<file path="src/rtl/bcd_accumulator.sv">
// bcd_accumulator: digit-serial packed-BCD accumulator feeding the 7-segment
// display stage. One operand digit is added per clock, least significant first;
// the visible total changes only on a completed operation, clear or Reset.
// Optional feature macro: BCD_ACC_SUBTRACT_EN adds the op_sub port and
// ten's-complement subtraction (borrow reported on carry_out).
module bcd_accumulator #(
  parameter int unsigned DIGITS = 2
) (
  input  logic                  Clock,
  input  logic                  Reset,
  input  logic                  start,
  input  logic                  clear,
  input  logic [4*DIGITS-1:0]   operand,
`ifdef BCD_ACC_SUBTRACT_EN
  input  logic                  op_sub,
`endif
  output logic [4*DIGITS-1:0]   acc_bcd,
  output logic                  carry_out,
  output logic                  busy,
  output logic                  done,
  output logic                  err
);

  localparam int unsigned W    = 4 * DIGITS;
  localparam int unsigned IDXW = (DIGITS > 1) ? $clog2(DIGITS) : 1;
  localparam logic [IDXW-1:0] LAST_IDX = IDXW'(DIGITS - 1);

  typedef enum logic [1:0] {
    IDLE,
    CHECK,
    ADD,
    DONE
  } state_t;

  state_t          state;
  logic [IDXW-1:0] idx;
  logic [W-1:0]    opnd_q;
  logic [W-1:0]    work_q;
  logic            c_q;
`ifdef BCD_ACC_SUBTRACT_EN
  logic            sub_q;
`endif

  logic [3:0]      acc_dig;
  logic [3:0]      op_dig;
  logic [3:0]      b_dig;
  logic [4:0]      s;
  logic [4:0]      s_adj;
  logic            c_next;
  logic [3:0]      dig;
  logic [W-1:0]    work_next;
  logic            bad_digit;
  logic            final_carry;

  // Single-digit BCD add of the digit selected by idx, plus operand validity check
  always_comb begin
    acc_dig   = '0;
    op_dig    = '0;
    bad_digit = 1'b0;
    for (int unsigned i = 0; i < DIGITS; i++) begin
      if (idx == IDXW'(i)) begin
        acc_dig = acc_bcd[4*i +: 4];
        op_dig  = opnd_q[4*i +: 4];
      end
      if (opnd_q[4*i +: 4] > 4'd9) begin
        bad_digit = 1'b1;
      end
    end
`ifdef BCD_ACC_SUBTRACT_EN
    b_dig = sub_q ? (4'd9 - op_dig) : op_dig;
`else
    b_dig = op_dig;
`endif
    s      = {1'b0, acc_dig} + {1'b0, b_dig} + {4'b0000, c_q};
    s_adj  = s + 5'd6;
    c_next = (s > 5'd9);
    dig    = c_next ? s_adj[3:0] : s[3:0];
    work_next = work_q;
    for (int unsigned i = 0; i < DIGITS; i++) begin
      if (idx == IDXW'(i)) begin
        work_next[4*i +: 4] = dig;
      end
    end
`ifdef BCD_ACC_SUBTRACT_EN
    // a ten's-complement subtract borrows exactly when no final carry emerges
    final_carry = sub_q ? ~c_next : c_next;
`else
    final_carry = c_next;
`endif
  end

  // Control FSM with registered outputs; partial sums live in work_q until DONE
  always_ff @(posedge Clock) begin
    if (Reset) begin
      state     <= IDLE;
      idx       <= '0;
      opnd_q    <= '0;
      work_q    <= '0;
      c_q       <= 1'b0;
`ifdef BCD_ACC_SUBTRACT_EN
      sub_q     <= 1'b0;
`endif
      acc_bcd   <= '0;
      carry_out <= 1'b0;
      busy      <= 1'b0;
      done      <= 1'b0;
      err       <= 1'b0;
    end else begin
      done <= 1'b0;
      err  <= 1'b0;
      case (state)
        IDLE: begin
          busy <= 1'b0;
          if (clear) begin
            acc_bcd   <= '0;
            carry_out <= 1'b0;
          end else if (start) begin
            opnd_q <= operand;
`ifdef BCD_ACC_SUBTRACT_EN
            sub_q  <= op_sub;
`endif
            busy   <= 1'b1;
            state  <= CHECK;
          end
        end
        CHECK: begin
          if (bad_digit) begin
            err   <= 1'b1;
            done  <= 1'b1;
            state <= DONE;
          end else begin
`ifdef BCD_ACC_SUBTRACT_EN
            c_q <= sub_q;
`else
            c_q <= 1'b0;
`endif
            idx    <= '0;
            work_q <= '0;
            state  <= ADD;
          end
        end
        ADD: begin
          work_q <= work_next;
          c_q    <= c_next;
          // the last digit's result is committed straight from work_next so
          // that acc_bcd and done rise on the same edge
          if (idx == LAST_IDX) begin
            acc_bcd   <= work_next;
            carry_out <= final_carry;
            done      <= 1'b1;
            state     <= DONE;
          end else begin
            idx <= idx + IDXW'(1);
          end
        end
        DONE: begin
          busy  <= 1'b0;
          idx   <= '0;
          state <= IDLE;
        end
        default: begin
          state <= IDLE;
        end
      endcase
    end
  end

endmodule

</file>
<file path="config.mk">
export PLATFORM = sky130hd
export DESIGN_NAME = bcd_accumulator
export DESIGN_NICKNAME = d
export VERILOG_FILES = /design/src/rtl/bcd_accumulator.sv
export SDC_FILE = /design/constraint.sdc
export NUM_CORES = 1
export LEC_CHECK = 0
export BUFFER_PORTS_ARGS = -buffer_cell sky130_fd_sc_hd__buf_2
export CAP_MARGIN = 30
export CORE_MARGIN = 2
export CORE_UTILIZATION = 50
export CTS_CLUSTER_SIZE = 12
export DETAILED_ROUTE_END_ITERATION = 8
export PLACE_DENSITY_LB_ADDON = 0.08
export SLEW_MARGIN = 20
export SYNTH_ARGS = -nofsm -noshare
export SYNTH_HDL_FRONTEND = slang
export SYNTH_SLANG_ARGS = --single-unit
</file>
<file path="constraint.sdc">
create_clock -name Clock -period 3.26 [get_ports Clock]
set_input_delay 0.489 -clock Clock [delete_from_list [all_inputs] [get_ports Clock]]
set_output_delay 0.489 -clock Clock [all_outputs]
set_load 0.02 [all_outputs]
</file>
## Yosys cells after proc, flatten, opt, wreduce, memory -nomap -nowiden

Index checks and enable logic that the tools add are counted.

- Muxes and demuxes: 30
- Reductions and logical operators: 11
- $add $sub $neg: 4
- Magnitude comparators: 3
- Equal/unequal tests: 8
- Bitwise operators: 2

Operators with widths:

| kind | count |
|---|---|
| one-hot mux 8 bit (2 select lines) | 2 |
| 2-to-1 mux 8 bit | 3 |
| 2-to-1 mux 4 bit | 5 |
| 2-to-1 mux 1 bit | 11 |
| != test 2 bit (second input constant) | 5 |
| AND reduction 3 bit | 3 |
| greater-than comparator 4 bit (second input constant) | 2 |
| one-hot mux 1 bit (2 select lines) | 4 |
| one-hot mux 2 bit (4 select lines) | 1 |
| 2-to-1 mux 2 bit | 3 |
| nonzero test 2 bit | 3 |
| adder 4 x 4 -> 5 bit | 1 |
| adder 5 x 1 -> 5 bit | 1 |
| greater-than comparator 5 x 4 -> 1 bit (second input constant) | 1 |
| adder 4 x 3 -> 4 bit (second input constant) | 1 |
| == test 2 bit (second input constant) | 2 |
| AND reduction 2 bit | 2 |
| one-hot mux 1 bit (3 select lines) | 1 |
| nonzero test 3 bit | 1 |
| == test 2 x 1 -> 1 bit (second input constant) | 1 |
| logical NOT 2 bit | 1 |
| NOT 1 bit | 2 |
| OR reduction 2 bit | 1 |
| adder 1 bit (second input constant) | 1 |

- Output and inout bits: 12
- Bits of input ports: 12
- Bits in registers: 32
- Logic and storage cells: 68

## Logic depth before layout (Yosys ltp)

- Word-level depth: 8
- Depth in mapped cells: 12
- Gate-level depth less buffers: 11

## Worst setup path before layout

Ideal clock, no wire load.

- Kind: register to register
- Start point: register idx
- End point: register acc_bcd[6]
- Buffers on the path: 1
- Required time: 3.186 ns
- Arrival: 3.322 ns
- Stages on the path, launching flop included: 12
- Setup time: 0.074 ns
- Slack: -0.137 ns
- Clock period less this slack: 3.397 ns
- Path through: dfxtp_1 -> clkbuf_1 -> mux2_2 -> fa_1 -> fa_1 -> xnor2_1 -> ha_1 -> nor2b_1 -> a31oi_4 -> a31oi_4 -> mux2_4 -> o21ai_0

- Cells in the longest elaborated chain, start to end: 8
- Elaborated cells between the ends (all ways): 12
- Those cells by class: add/sub: 3; order compare: 1; eq/ne: 1; mux: 6; reduce/logical: 1

RTL lines:

| item | RTL line | RTL |
|---|---|---|
| start, declared | 36 | `logic [IDXW-1:0] idx;` |
| start signal, assigned | 153 | `idx <= idx + IDXW'(1);` |
| 2-to-1 mux 4 bit | 61 | `if (idx == IDXW'(i)) begin` |
| adder 4 x 4 -> 5 bit | 74 | `s = {1'b0, acc_dig} + {1'b0, b_dig} + {4'b0000, c_q};` |
| adder 5 x 1 -> 5 bit | 74 |  |
| adder 4 x 3 -> 4 bit / greater-than comparator 5 x 4 -> 1 bit (equally long branches) | 75, 76 |  |
| 2-to-1 mux 4 bit | 77 | `dig = c_next ? s_adj[3:0] : s[3:0];` |
| 2-to-1 mux 4 bit | 80 | `if (idx == IDXW'(i)) begin` |
| 2-to-1 mux 8 bit | 147 | `if (idx == LAST_IDX) begin` |
| one-hot mux 8 bit (2 select lines) | 111 | `case (state)` |
| end signal, assigned | 148 | `acc_bcd <= work_next;` |
| end, declared | 17 | `output logic [4*DIGITS-1:0] acc_bcd,` |

Several ways; a longest one is shown, not always the timed one. The select of a mux whose other input is x is not followed.
A chain may end at the register's enable or synchronous reset.

## Worst setup path after layout

Same ends and word-level chain as after synthesis.

==> summary.txt <==
cts hold-fix bufs -> 0
number of enable flip-flop cells after synthesis -> 0
f_max -> 332 MHz
slowest CP cell -> fa_1
wire per inst -> 13.8 µm
endpoint class of the critical path -> register
Bufs on Longest Clock Path -> 2
Rows -> 20
most frequent cells in the layout -> 28 x dfxtp_1, 23 x buf_2, 20 x nor2_1, 14 x nand2_1, 12 x a21oi_1
chip width -> 59.4 µm
drt total wl -> 3.09 mm
Filler Cell Count -> 279
drt initial violations -> 49
PwrDens -> 371 mW/mm²
Final GP Congestion -> 0.765
Hold Fails Final Rpt -> 0
post-synth top area share -> 0.365
DP Wirelength -> 2.40 mm
static leakage -> 0.000761 µW
hold slack final -> 0.391 ns
area of the multi-input gates -> 926 µm²
postcts setup bufs -> 0
GRT Total Usage -> 0.198
max incr delay on CP -> 0.43 ns
DIE HEIGHT -> 59.4 µm
number of global-route vias before repair -> 1227
Pint -> 449 µW
Mapped Nets -> 192
Final Cell Area -> 0.00171 mm²
most common cell after layout, fill and taps aside -> dfxtp_1
Main synth FF type -> dfxtp_1
H-tree lvl count -> 1
IO Pins -> 24
Switching Share -> 0.292
gate count after technology mapping -> 170
Peak VDD IR -> 0.192 mV
Syn-to-layout area delta -> 11.3%
DRT Pass-1 Iters -> 4
Nets -> 214
Critical Path, Cell by Cell -> mux2_2 > fa_1 > fa_1 > xnor2_2 > ha_1 > nor2b_1 > a31oi_4 > a31oi_4 > mux2_4 > o21ai_0
synthesized cell area -> 0.00154 mm²
Yosys warning total -> 0
post-synth top area cell -> dfxtp_1
Vias/cell -> 5.50
fin util -> 0.574
share of layout cells above drive strength 1 -> 0.242
worst endpoint data arrival time -> 3.27 ns
Yosys reg bits -> 28
Slew @ Worst Pin -> 0.536 ns
placed cell count -> 220
Crit Path Class -> register to register
first-pass GRT wire length -> 5.42 mm
root buffer cell -> clkbuf_4
Hold WC Path Type -> input pin to register
total grt overflow -> 0
required time of the critical path -> 3.52 ns
Setup TNS Final -> 0 ns
Storage cell area -> 561 µm²
min Tclk post-route -> 3.02 ns
Final Skew -> 0.00305 ns
Worst setup SP type -> register
Clk network pwr share -> 0.223
sequential share of the synthesized area -> 0.365
total CTS buffers -> 3
Port Buf Inserts -> 23
max-cap violations -> 0
Gate power share -> 0.208
post-synth cell types -> 40
# diodes -> 0
DRC viols -> 0
core area -> 0.00298 mm²
remaining antenna violation count after routing -> 0
vias -> 1227
worst skew pair latency -> 0.32 ns
Tcrit/Tclk final -> 0.925
Switch Pwr -> 185 µW
Synth area leaders -> dfxtp_1 36%, ha_1 6.5%, mux2i_1 5.9%
Final Non-Filler Cells -> 223
RSZ-0062 raised after global routing -> no
Final setup viols -> 0
Initial Utilization -> 0.516
largest net degree at the start of global routing -> 33
worst-path fanout max -> 6
Seq pwr share -> 0.570
CTS tree -> built
hold depth -> 3
clk slew on worst S/H paths -> 0.15 ns
outcome -> finished clean
worst reg2reg path depth -> 10
placed inst area -> 0.00169 mm²
max_slew headroom -> 0.641
average size of a mapped cell -> 9.04 µm²
CTS sink cnt -> 28
max-slew violations -> 0
CTS resizes -> 0
Synth async-reset ratio -> 0
Die ar. -> 0.00353 mm²
initial antenna violation count -> 0
[layer usage]
metal | global-route usage | vias to the layer above | wire length (µm)
li1 | - | 639 | -
met1 | 0.267 | 571 | 1480
met2 | 0.338 | 15 | 1500
met3 | 0.0262 | 2 | 79
met4 | 0.0390 | 0 | 21
met5 | 0 | - | 0
[area by class of cell]
cell class	count	share of cell area
flip-flops and latches	28	0.328
well taps	33	0.0241
repair buffers	26	0.0805
inverters	6	0.0132
clock buffers	3	0.0132
multi-input cells	127	0.541
[metrics by stage]
stage	power [µW]	setup WS, ns
6_report	634	0.244
5_1_grt	673	0.0219
4_1_cts	637	0.227
3_5_place_dp	499	0.240
3_3_place_gp	496	0.354
2_1_floorplan	469	0.0786
[state kept, by name, summed over array words and instances, names as in the netlist, 2 cells and up]
| signal | cells |
|---|---|
| acc_bcd | 8 |
| opnd_q | 8 |
| state | 2 |
| work_q | 4 |
[power groups by stage]
stage	registers, µW	logic (µW)	clock network (µW)
after floorplan	368	102	0
after detailed placement	369	130	0
after global placement	368	128	0
after CTS	362	131	144
final	361	132	141
after global routing	363	148	161
[cells by family (layout without fill, tap and decap cells)]
family / Yosys count / in the layout / synth area share
AOI/OAI and AO/OA: 38 / 38 / 0.180
xor gates and xnor gates: 2 / 2 / 0.0114
adders and majority gates: 10 / 10 / 0.0912
buffers and inverters: 15 / 35 / 0.0375
DFF: 28 / 28 / 0.365
muxes: 17 / 17 / 0.120
and+or+nand+nor: 60 / 60 / 0.195
[final timing paths]
| check | startpoint | endpoint | slack [ns] |
|---|---|---|---|
| max | idx | acc_bcd[6] | 0.24 |
| max reg2reg | idx | acc_bcd[6] | 0.24 |
| min reg2reg | carry_out | carry_out | 0.48 |
| min | operand[5] | opnd_q[5] | 0.39 |
[critical path: cells and delay by family (launching register included)]
| kind | cells | cell delay [ns] |
|---|---|---|
| multiplexers | 2 | 0.69 |
| AO/OA/AOI/OAI | 3 | 0.45 |
| XOR/XNOR | 1 | 0.16 |
| adder cells (fa/ha/maj) | 3 | 1.03 |
| AND/OR/NAND/NOR | 1 | 0.24 |
| flip-flops | 1 | 0.40 |
[cells in the mapped netlist, types with 2 or more instances]
cell      number
nor2_1        20
fa_1           2
mux2i_1        9
or3_1          3
inv_1          5
a31oi_4        2
o32ai_1        3
xnor2_1        2
ha_1           8
nand2b_1       4
a21o_2         2
o21ai_0        8
nand2_1       14
mux2_2         7
a31oi_1        2
nand3_1        3
nand3b_1       5
a22oi_1        2
nor2b_1        3
dfxtp_1       28
a21oi_1       12
clkbuf_1       8
(Power assumes the default switching activity.)
